<file path="config.mk">
export PLATFORM = sky130hd
export DESIGN_NAME = west_buffer_ctrl
export DESIGN_NICKNAME = d
export VERILOG_FILES = /design/src/rtl/top_pkg.sv /design/src/rtl/west_rd_sequencer.sv /design/src/rtl/west_buffer_ctrl.sv
export SDC_FILE = /design/constraint.sdc
export NUM_CORES = 1
export LEC_CHECK = 0
export ABC_AREA = 1
export CAP_MARGIN = 10
export CORE_UTILIZATION = 35
export CTS_CLUSTER_DIAMETER = 200
export DETAILED_ROUTE_END_ITERATION = 7
export GPL_ROUTABILITY_DRIVEN = 0
export PLACE_DENSITY = 0.74
export SLEW_MARGIN = 10
export SYNTH_ARGS = -nofsm -noshare
export SYNTH_HDL_FRONTEND = slang
export SYNTH_SLANG_ARGS = --single-unit
</file>
<file path="constraint.sdc">
create_clock -name clk -period 1.54 [get_ports clk]
set_input_delay 0.154 -clock clk [delete_from_list [all_inputs] [get_ports clk]]
set_output_delay 0.154 -clock clk [all_outputs]
set_load 0.01 [all_outputs]
</file>
<file path="src/rtl/top_pkg.sv">
// Shared types and sizing helpers for the LP -> systolic-array datapath.
package top_pkg;

  localparam int TOP_CHUNK_SIZE = 16;
  localparam int TOP_BLOCK_SIZE = 4;

  typedef enum logic [1:0] {
    IDLE  = 2'd0,
    FILL  = 2'd1,
    DRAIN = 2'd2
  } west_ctrl_state_t;

  // $clog2 floored at 1 so single-entry configurations still get a 1-bit field.
  function automatic int clog2_min1(input int n);
    return (n > 1) ? $clog2(n) : 1;
  endfunction

endpackage

</file>
<file path="src/rtl/west_rd_sequencer.sv">
// Read side of the west buffer: issues port-B reads, replays the buffer PASSES
// times and tracks the output valid/last flags that follow the one-cycle RAM latency.
module west_rd_sequencer
  import top_pkg::*;
#(
  parameter int DEPTH  = 32,
  parameter int PASSES = 2,
  parameter int AW     = 5
) (
  input  logic          clk,
  input  logic          rst,
  input  logic          i_fill,
  input  logic          i_drain,
  input  logic [AW-1:0] i_wr_ptr,
  input  logic          i_sa_ready,
  output logic          o_enb,
  output logic [AW-1:0] o_addrb,
  output logic          o_sa_valid,
  output logic          o_sa_last,
  output logic          o_last_done
);

  localparam int             PW        = clog2_min1(PASSES);
  localparam logic [AW-1:0]  LAST_ADDR = AW'(DEPTH - 1);
  localparam logic [PW-1:0]  LAST_PASS = PW'(PASSES - 1);

  logic [AW-1:0] r_rd_ptr;
  logic [PW-1:0] r_pass_cnt;
  logic          r_done;
  logic          r_sa_valid;
  logic          r_sa_last;

  logic w_rd_allowed;
  logic w_issue;
  logic w_wrap;
  logic w_final;

  // During a fill only pass 0 may read, and only words already written.
  assign w_rd_allowed = ~r_done &
                        (i_drain | (i_fill & (r_pass_cnt == '0) & (r_rd_ptr < i_wr_ptr)));
  // RAM output holds when port B is idle, so stalling the issue is the skid buffer.
  assign w_issue      = w_rd_allowed & (~r_sa_valid | i_sa_ready);
  assign w_wrap       = (r_rd_ptr == LAST_ADDR);
  assign w_final      = w_wrap & (r_pass_cnt == LAST_PASS);

  assign o_enb        = w_issue;
  assign o_addrb      = r_rd_ptr;
  assign o_sa_valid   = r_sa_valid;
  assign o_sa_last    = r_sa_last;
  assign o_last_done  = r_sa_valid & i_sa_ready & r_sa_last;

  always_ff @(posedge clk) begin
    if (rst) begin
      r_rd_ptr   <= '0;
      r_pass_cnt <= '0;
      r_done     <= 1'b0;
      r_sa_valid <= 1'b0;
      r_sa_last  <= 1'b0;
    end else begin
      if (w_issue) begin
        r_sa_valid <= 1'b1;
        r_sa_last  <= w_final;
        if (w_wrap) begin
          r_rd_ptr <= '0;
          if (w_final) begin
            r_done <= 1'b1;
          end else begin
            r_pass_cnt <= r_pass_cnt + 1'b1;
          end
        end else begin
          r_rd_ptr <= r_rd_ptr + 1'b1;
        end
      end else if (i_sa_ready) begin
        r_sa_valid <= 1'b0;
        r_sa_last  <= 1'b0;
      end

      if (o_last_done) begin
        r_done     <= 1'b0;
        r_pass_cnt <= '0;
        r_rd_ptr   <= '0;
      end
    end
  end

endmodule

</file>
<file path="src/rtl/west_buffer_ctrl.sv">
// West buffer sequencer: LP fill over valid/ready, multi-pass replay to the SA.
// Define WEST_CTRL_OVERLAP_EN to let pass-0 reads trail writes during the fill.
module west_buffer_ctrl
  import top_pkg::*;
#(
  parameter int  TOTAL_MODULES = TOP_BLOCK_SIZE,
  parameter int  COL_X         = TOP_CHUNK_SIZE,
  parameter int  TOTAL_INPUT_W = 2,
  parameter int  PASSES        = 2,
  localparam int TOTAL_DEPTH   = COL_X * TOTAL_INPUT_W,
  localparam int ADDR_WIDTH    = clog2_min1(TOTAL_DEPTH),
  localparam int SLICE_W       = clog2_min1(TOTAL_MODULES)
) (
  input  logic                  clk,
  input  logic                  rst,
  input  logic [SLICE_W-1:0]    slice_sel,
  input  logic                  lp_valid,
  output logic                  lp_ready,
  input  logic                  sa_ready,
  output logic                  sa_valid,
  output logic                  sa_last,
  output logic [SLICE_W-1:0]    w_slicing_idx,
  output logic                  w_ena,
  output logic                  w_wea,
  output logic [ADDR_WIDTH-1:0] w_addra,
  output logic                  w_enb,
  output logic                  w_web,
  output logic [ADDR_WIDTH-1:0] w_addrb,
  output logic                  busy
);

  localparam logic [ADDR_WIDTH-1:0] LAST_WR = ADDR_WIDTH'(TOTAL_DEPTH - 1);

  west_ctrl_state_t        r_state;
  west_ctrl_state_t        w_state_next;
  logic [ADDR_WIDTH-1:0]   r_wr_ptr;
  logic [SLICE_W-1:0]      r_slice;

  logic w_wr_fire;
  logic w_wr_last;
  logic w_drain;
  logic w_rd_fill;
  logic w_last_done;

  assign w_wr_fire = lp_valid & lp_ready;
  assign w_wr_last = (r_wr_ptr == LAST_WR);

`ifdef WEST_CTRL_OVERLAP_EN
  assign w_rd_fill = (r_state == FILL);
`else
  assign w_rd_fill = 1'b0;
`endif

  always_ff @(posedge clk) begin
    if (rst) begin
      r_state <= IDLE;
    end else begin
      r_state <= w_state_next;
    end
  end

  always_comb begin
    w_state_next = r_state;
    case (r_state)
      IDLE:    if (w_wr_fire) w_state_next = w_wr_last ? DRAIN : FILL;
      FILL:    if (w_wr_fire && w_wr_last) w_state_next = DRAIN;
      DRAIN:   if (w_last_done) w_state_next = IDLE;
      default: w_state_next = IDLE;
    endcase
  end

  // lp_ready is masked by rst so nothing is accepted while the block is held in reset.
  always_comb begin
    lp_ready = 1'b0;
    w_drain  = 1'b0;
    busy     = 1'b0;
    case (r_state)
      IDLE:  lp_ready = ~rst;
      FILL: begin
        lp_ready = ~rst;
        busy     = 1'b1;
      end
      DRAIN: begin
        w_drain = 1'b1;
        busy    = 1'b1;
      end
      default: ;
    endcase
  end

  always_ff @(posedge clk) begin
    if (rst) begin
      r_wr_ptr <= '0;
      r_slice  <= '0;
    end else if (w_wr_fire) begin
      r_wr_ptr <= w_wr_last ? '0 : r_wr_ptr + 1'b1;
      if (r_state == IDLE) begin
        r_slice <= slice_sel;
      end
    end
  end

  assign w_ena         = w_wr_fire;
  assign w_wea         = w_wr_fire;
  assign w_addra       = r_wr_ptr;
  assign w_web         = 1'b0;
  assign w_slicing_idx = r_slice;

  west_rd_sequencer #(
    .DEPTH  (TOTAL_DEPTH),
    .PASSES (PASSES),
    .AW     (ADDR_WIDTH)
  ) u_rd_seq (
    .clk         (clk),
    .rst         (rst),
    .i_fill      (w_rd_fill),
    .i_drain     (w_drain),
    .i_wr_ptr    (r_wr_ptr),
    .i_sa_ready  (sa_ready),
    .o_enb       (w_enb),
    .o_addrb     (w_addrb),
    .o_sa_valid  (sa_valid),
    .o_sa_last   (sa_last),
    .o_last_done (w_last_done)
  );

endmodule

</file>
Yosys cells after proc, flatten, opt, wreduce, memory -nomap -nowiden:

Cells that the tools add are included.

* add/subtract/negate cells: 3
* equal/unequal tests: 7
* muxes and demuxes: 13
* bitwise gates (word level): 11
* reduce and logical (&&, ||, !) cells: 10

Operator list (count)
* adder 5 x 1 -> 5 bit (second input constant): 2
* equality test 5 bit (second input constant): 2
* 2-to-1 mux 5 bit: 2
* AND reduction 3 bit: 3
* 2-to-1 mux 2 bit: 4
* AND 1 bit: 6
* 2-to-1 mux 1 bit: 6
* one-hot mux 2 bit (3 select lines): 1
* OR reduction 2 bit: 3
* != test 2 bit (second input constant): 2
* NOT 1 bit: 4
* equality test 2 x 1 -> 1 bit (second input constant): 1
* equality test 2 bit (second input constant): 1
* zero test 2 bit: 1
* != test 2 x 1 -> 1 bit (second input constant): 1
* AND reduction 2 bit: 1
* nonzero test 2 bit: 1
* adder 1 bit (second input constant): 1
* logical AND 1 bit: 1
* bitwise OR 1 bit: 1

* register bits: 18
* bits of input ports: 6
* logic and storage cells: 52

Depth between registers and ports, before layout:

Gate-level depths: netlist (run 1).

* depth after elaboration: 7
* mapped depth: 10
* gate-level depth less buffers: 10

Cells and area by module:

Synthesis (run 1) repeated with hierarchy kept, for this count alone.

* cells, all modules: 160
* area, all modules: 1126.1 µm²

Modules (own cells, without submodules)
* west_rd_sequencer: times used 1, cells an instance 88, area an instance 603.1 µm²
* west_buffer_ctrl: times used 1, cells an instance 72, area an instance 523.0 µm²

Least setup slack after synthesis (run 1):

No wires, ideal clock.

* kind: reg-to-reg
* start: register r_wr_ptr[0], in the netlist w_addra[0]
* end: register r_state[1]
* arrival: 1.388 ns
* data required time: 1.476 ns
* slack: 0.088 ns
* cell stages (with the launch flop): 11
* period minus slack after synthesis: 1.452 ns
* path through: dfxtp_1 -> ha_1 -> inv_1 -> nor3_1 -> ha_1 -> nand4_2 -> nand2_2 -> nand3_2 -> nand2_1 -> inv_1 -> nor2_1

* longest elaborated chain between the ends: 4
* elaborated cells between the ends (all ways): 7
* classes of those cells: eq/ne (2); mux (3); reduce/logical (2)

RTL lines
* from (decl): RTL line west_buffer_ctrl.sv:36 `logic [ADDR_WIDTH-1:0] r_wr_ptr;`
* from (signal assigned): RTL line west_buffer_ctrl.sv:96 `r_wr_ptr <= w_wr_last ? '0 : r_wr_ptr + 1'b1;`
* equality test 5 bit *: RTL line west_buffer_ctrl.sv:46 `assign w_wr_last = (r_wr_ptr == LAST_WR);`
* 2-to-1 mux 2 bit / logical AND 1 bit (equally long branches): RTL line west_buffer_ctrl.sv:65, west_buffer_ctrl.sv:66
* 2-to-1 mux 2 bit / != test 2 bit (equally long branches)
* one-hot mux 2 bit (3 select lines) / AND reduction 3 bit (equally long branches)
* to (signal assigned): RTL line west_buffer_ctrl.sv:58 `r_state <= w_state_next;`
* to (decl): RTL line west_buffer_ctrl.sv:34 `west_ctrl_state_t r_state;`

Mark *: on every way between the ends. The rest lies on a longest branch, timed or not. The select of a mux whose other input is x is not followed.
A chain may end at the register's enable or synchronous reset.

Worst setup path in the final report (run 1):

Ends and elaborated chain as after synthesis.

==> reports/metrics.yaml, run 1 <==
nNetsFinal: 175
period_minus_slack_ns: 1.472
clock_latency_ns: 0.28
syn_to_final_growth_pct: 45.77
track_usage_pct: 15.66
cp-end-kind: "register"
ys_top_cells_by_area: "dfxtp_1, ha_1, nand2_1"
synth_seq_cells: 18
status: "complete, no violations"
grt_pass1_wl_microns: 3236
dieHeight_microns: 53.16
cp_slowest_stage_delay_ns: 0.35
hp-class: "in2reg"
synth-edff-count: 0
hold_start: "slice_sel[1]"
cts_buffer_depth: 2
rows: 18
wirelength_microns: 2092
port_buffers: 24
hold_end: "w_slicing_idx[1]$_SDFFE_PP0P_"
cts_max_level: 1
async_flop_share_pct: 0
fin_area_sq_mm: 0.001335
finalHoldViolations: 0
synth_top_area_share_pct: 39.34
vias_per_cell: 4.847
path_cells: "ha_4 > inv_2 > nor3_2 > ha_2 > buf_4 > buf_4 > a21oi_1 > nand4_1 > nand2_1 > nor2_1"
post_dp_cell_area_sq_mm: 0.001276
ys_seq_area_share_pct: 39.34
synth.distinct_cells: 22
setup_viol: 0
numCtsBuffers: 3
maxSlewViolCount: 0
synth_fp_nets: 133
dp_hpwl_microns: 1660
r2r_slack_ns: 0.07
p_per_area_mw_per_mm2: 1109
critPathRequiredTime_ns: 1.72
reg2regPathDepth: 10
wl_per_cell_microns: 11.01
die-area_sq_mm: 0.002825
clock_skew_ns: 0.004342
antenna_found_initial: 0
first_global_vias: 819
cts-root-buf: "clkbuf_4"
cts_tree: "built"
synth_most_common_cell: "nand2_1"
path_max_fanout: 2
fmax_mhz: 679.2
ios: 26
drt_iter0_markers: 31
ys.flop_type: "dfxtp_1"
grt_max_degree: 10
rr_endpoint: "r_state[1]$_SDFFE_PP0P_"
netlist_area_sq_um: 915.9
synth_warnings: 0
cap_violations: 0
first_pass_iters: 5
fin_tns_setup_ns: 0
cp.arrival_ns: 1.65
holdPathStages: 3
p_leak_uw: 0.0005477
cp-start-kind: "register"
slowest_stage: "dfxtp_2"
hold_buffers: 0
finalCritPeriodShare_pct: 95.60
yosys.area.top_type: "dfxtp_1"
initial_core_util_pct: 36.97
holdWs_ns: 0.4386
die_x_microns: 53.16
grt_overflow: 0
core_sq_mm: 0.002477
drc: 0
critPathMostFrequentCell: "buf_4"
critPathKind: "reg2reg"
diodes: 0
reg2reg_from: "w_addra[0]$_SDFFE_PP0N_"
vdd_ir_drop_max_mv: 0.5935
synth_cells: 120
rsz0062_at_grt: "yes"
layout-drive-gt1-share_pct: 29.38
via_count: 921
synthTopCellsByCount: "nand2_1, dfxtp_1, inv_1, nand3_1, a21oi_1"
avgSynthCellArea_sq_um: 7.632
antenna_left: 0
clkSinkCount: 18
clk_pin_slew_worst_paths_ns: 0.10
## cell type report
type                            instances  area [sq um]
Fill cell                             264          1142
Multi-Input combinational cell         83         514.2
Sequential cell                        18         365.4
Timing Repair Buffer                   39         331.6
Inverter                               17         63.81
Tap cell                               30         37.54
Clock buffer                            3         22.52
## critical path: cells and delay by family, from the launching register on
family	cells	cell delay [ns]
DFF	1	0.35
adders and majority gates	2	0.34
buffers and inverters	3	0.30
and+or+nand+nor	4	0.27
AOI/OAI and AO/OA	1	0.11
## how the worst max path moves through the flow
stage / slack (ns) / to / cells past startpoint / from
6_report: 0.07 / r_state[1]$_SDFFE_PP0P_ / 10 / w_addra[0]$_SDFFE_PP0N_
3_5_place_dp: -0.05 / w_enb / 6 / sa_ready
3_3_place_gp: -0.04 / w_enb / 6 / sa_ready
2_1_floorplan: 0.09 / r_state[1]$_SDFFE_PP0P_ / 10 / w_addra[0]$_SDFFE_PP0N_
4_1_cts: -0.01 / w_wea / 7 / r_state[1]$_SDFFE_PP0P_
5_1_grt: -0.05 / r_state[1]$_SDFFE_PP0P_ / 10 / w_addra[0]$_SDFFE_PP0N_
## report_power, final
group	internal, uW	leakage (uW)	switching (uW)
combinational	338	0.000386	352
clock	90.6	0.0000138	130
sequential	525	0.000148	44.9
## metal layers
metal	global-route usage, %	share of wire (%)	up-vias
li1	-	-	476
met1	18.59	44	418
met2	26.58	51	25
met3	3.736	4.6	2
met4	6.579	0.48	0
met5	0	0	-
## placed cells by master, fill, tap and decap left out, types with 4 or more instances in the layout
cell type,synthesis,final
nand3_1,13,13
inv_1,14,11
nor3_1,6,5
nor2_1,8,8
clkbuf_2,0,4
a21oi_1,12,12
inv_2,3,6
clkdlybuf4s50_1,0,19
dfxtp_2,0,4
nand2_1,22,22
buf_4,2,15
dfxtp_1,18,14
## metrics by stage
stage          instances  worst slack [ns]  total power (uW)  utilization (%)
2_1_floorplan        120           0.08811             938.0                -
3_3_place_gp         185          -0.03538              1241            51.52
3_5_place_dp         185          -0.04941              1260            51.52
4_1_cts              189          -0.01102              1485            52.93
5_1_grt              190          -0.05134              1607            53.89
6_report             190           0.06770              1480            53.89
## logic make-up after synthesis
| family | count (synthesis) | share of synthesized area [%] |
|---|---|---|
| and+or+nand+nor | 60 | 33.47 |
| buffers and inverters | 19 | 8.606 |
| DFF | 18 | 39.34 |
| AOI/OAI and AO/OA | 15 | 8.606 |
| adders and majority gates | 7 | 9.562 |
| other | 1 | 0.4094 |
## state kept, by name, summed over array words and instances (netlist names)
| signal | cells |
|---|---|
| r_state | 2 |
| u_rd_seq.r_pass_cnt | 1 |
| w_addra | 5 |
| u_rd_seq.o_sa_valid | 1 |
| u_rd_seq.o_addrb | 5 |
| u_rd_seq.o_sa_last | 1 |
| u_rd_seq.r_done | 1 |
| w_slicing_idx | 2 |
## timing repair
item / in CTS / in global routing
resized for setup: 13 / 15
pin swaps: 0 / 4
buffers inserted: 1 / 1
endpoints found under the setup margin: 5 / 6
Note: power is estimated with default switching activity, not from simulation.
==> run 2: changes to the inputs <==
- CTS_BUF_LIST: unset -> sky130_fd_sc_hd__clkbuf_4
==> results of run 2 <==
No change in the layout: final DEF, timing and power equal those of run 1.
==> run 3: changes to the inputs <==
- CORE_MARGIN: unset -> 5
==> run 3 against run 2 <==
Against the previous run:
- sequential power increased by 2%
- first-iteration DRC count decreased by 13%
- worst setup slack got worse by 0.0054 ns
- clock-buffer cell count unchanged
- flip-flop and latch count unchanged
- die area increased by 32%
- utilization increased by 0.52 points
- cell count increased by 0.53%
- via count decreased by 0.33%
- non-clock buffer count unchanged
- largest power group unchanged
- highest routed layer unchanged
==> reports/metrics.yaml, run 3 (synthesized netlist as in run 1, its figures left out) <==
status: "complete, no violations"
drc: 0
fill_cells: 245
rsz0062_at_grt: "yes"
clock_skew_ns: 0.005035
antenna_found_initial: 0
holdPathStages: 3
cts_setup_buffers: 0
vdd_ir_drop_max_mv: 0.7883
setup_viol: 0
reg2reg_from: "w_addra[0]$_SDFFE_PP0N_"
cp.arrival_ns: 1.32
fin_area_sq_mm: 0.001360
drt_iter0_markers: 27
port_buffers: 24
diodes: 0
dieHeight_microns: 61.16
nNetsFinal: 175
met1_usage_pct: 13.98
reg2regPathDepth: 10
first_pass_iters: 4
first_global_vias: 969
met3_usage_pct: 5.451
cts_buffer_depth: 2
path_max_fanout: 4
track_usage_pct: 13.02
via_count: 918
rows: 18
cp-start-kind: "register"
finalHoldViolations: 0
multi_input_area_sq_um: 530.5
timing.final.ws_setup_ns: 0.06234
cts-root-buf: "clkbuf_4"
hp-class: "in2reg"
p_per_area_mw_per_mm2: 1127
cap_violations: 0
hold_start: "slice_sel[1]"
initial_core_util_pct: 36.64
syn_to_final_growth_pct: 48.50
grt_use_met2_pct: 23.72
clk_pin_slew_worst_paths_ns: 0.11
p_leak_uw: 0.0005513
cp-end-kind: "output port"
layout-drive-gt1-share_pct: 28.57
grt_pass1_wl_microns: 3712
cts_max_level: 1
maxSlewViolCount: 0
grt_busiest_layer: "met2"
final_cell_mix: "nand2_1, clkdlybuf4s50_1, buf_4"
vias_per_cell: 4.806
dp_hpwl_microns: 1705
die_x_microns: 61.16
finalCritPeriodShare_pct: 95.95
dp.cells: 187
wl_per_cell_microns: 11.42
clock_latency_ns: 0.30
grt_overflow: 0
hold_buffers: 0
design_power_total_uw: 1532
grt_max_degree: 11
critPathKind: "reg2out"
antenna_left: 0
clkSinkCount: 18
ios: 26
fmax_mhz: 676.7
core_sq_mm: 0.002500
numCtsBuffers: 3
final_cells: 191
post_dp_cell_area_sq_mm: 0.001291
final_common_cell: "nand2_1"
regArea_sq_um: 367.9
die-area_sq_mm: 0.003740
dp_slack_ns: -0.09228
startpoint: "w_addra[0]$_SDFFE_PP0N_"
cts_tree: "built"
critPathRequiredTime_ns: 1.39
wirelength_microns: 2182
period_minus_slack_ns: 1.478
==> run 3: cell types whose count changed in the layout (fill, tap and decap cells not counted) <==
cell | previous run | this run
clkbuf_2 | 4 | 2
dfxtp_2 | 4 | 3
ha_1 | 2 | 3
inv_2 | 6 | 5
ha_2 | 3 | 1
dfxtp_4 | 0 | 1
clkinv_1 | 0 | 1
nand4_4 | 0 | 1
nand4_2 | 1 | 0
inv_4 | 0 | 1
buf_2 | 0 | 2
ha_4 | 2 | 3
==> run 3: stage by stage <==
| step | hold slack (ns) | util, % | TNS (ns) |
|---|---|---|---|
| finish | 0.4152 | 54.40 | 0 |
| global route | 0.4116 | 54.40 | -0.03579 |
| CTS | 0.4065 | 52.85 | 0 |
| detailed placement | 0.4479 | 51.65 | -0.1006 |
| global placement | 0.4396 | 51.65 | -0.04033 |
| floorplan | 0.2231 | - | 0 |
==> run 3: report_power, final <==
group	internal, uW	switching (uW)
combinational	343	361
clock	94.6	152
sequential	527	54.2
total	965	567
==> run 3: what timing repair did <==
| item | in CTS | in global routing |
|---|---|---|
| setup endpoints to repair | 5 | 6 |
| resized for setup | 15 | 18 |
| pin swaps | 1 | 3 |
==> run 3: final timing paths <==
path / endpoint / slack (ns)
max reg2reg: r_state[1]$_SDFFE_PP0P_ / 0.12
min reg2reg: u_rd_seq.r_pass_cnt$_SDFFE_PP0P_ / 0.47
max: w_addra[0] / 0.06
min: w_slicing_idx[1]$_SDFFE_PP0P_ / 0.42
==> run 3: worst max-delay path, cell delays in order (launching register included) <==
cell and delay (ns):
dfxtp_2 0.37, buf_4 0.12, clkdlybuf4s50_1 0.53
==> run 3: layout make-up <==
cell class / instances / area share [%]
clock buffer: 3 / 1.656
clock inverter: 1 / 0.2760
inverter: 17 / 4.876
multi-input combinational: 83 / 39.01
sequential: 18 / 27.05
tap: 30 / 2.760
timing repair buffer: 39 / 24.38
==> run 3: metal layers <==
layer / share of wire [%] / vias up
met2: 49 / 27
met5: 0 / -
met3: 8.0 / 5
met4: 1.1 / 0
li1: - / 476
met1: 42 / 410
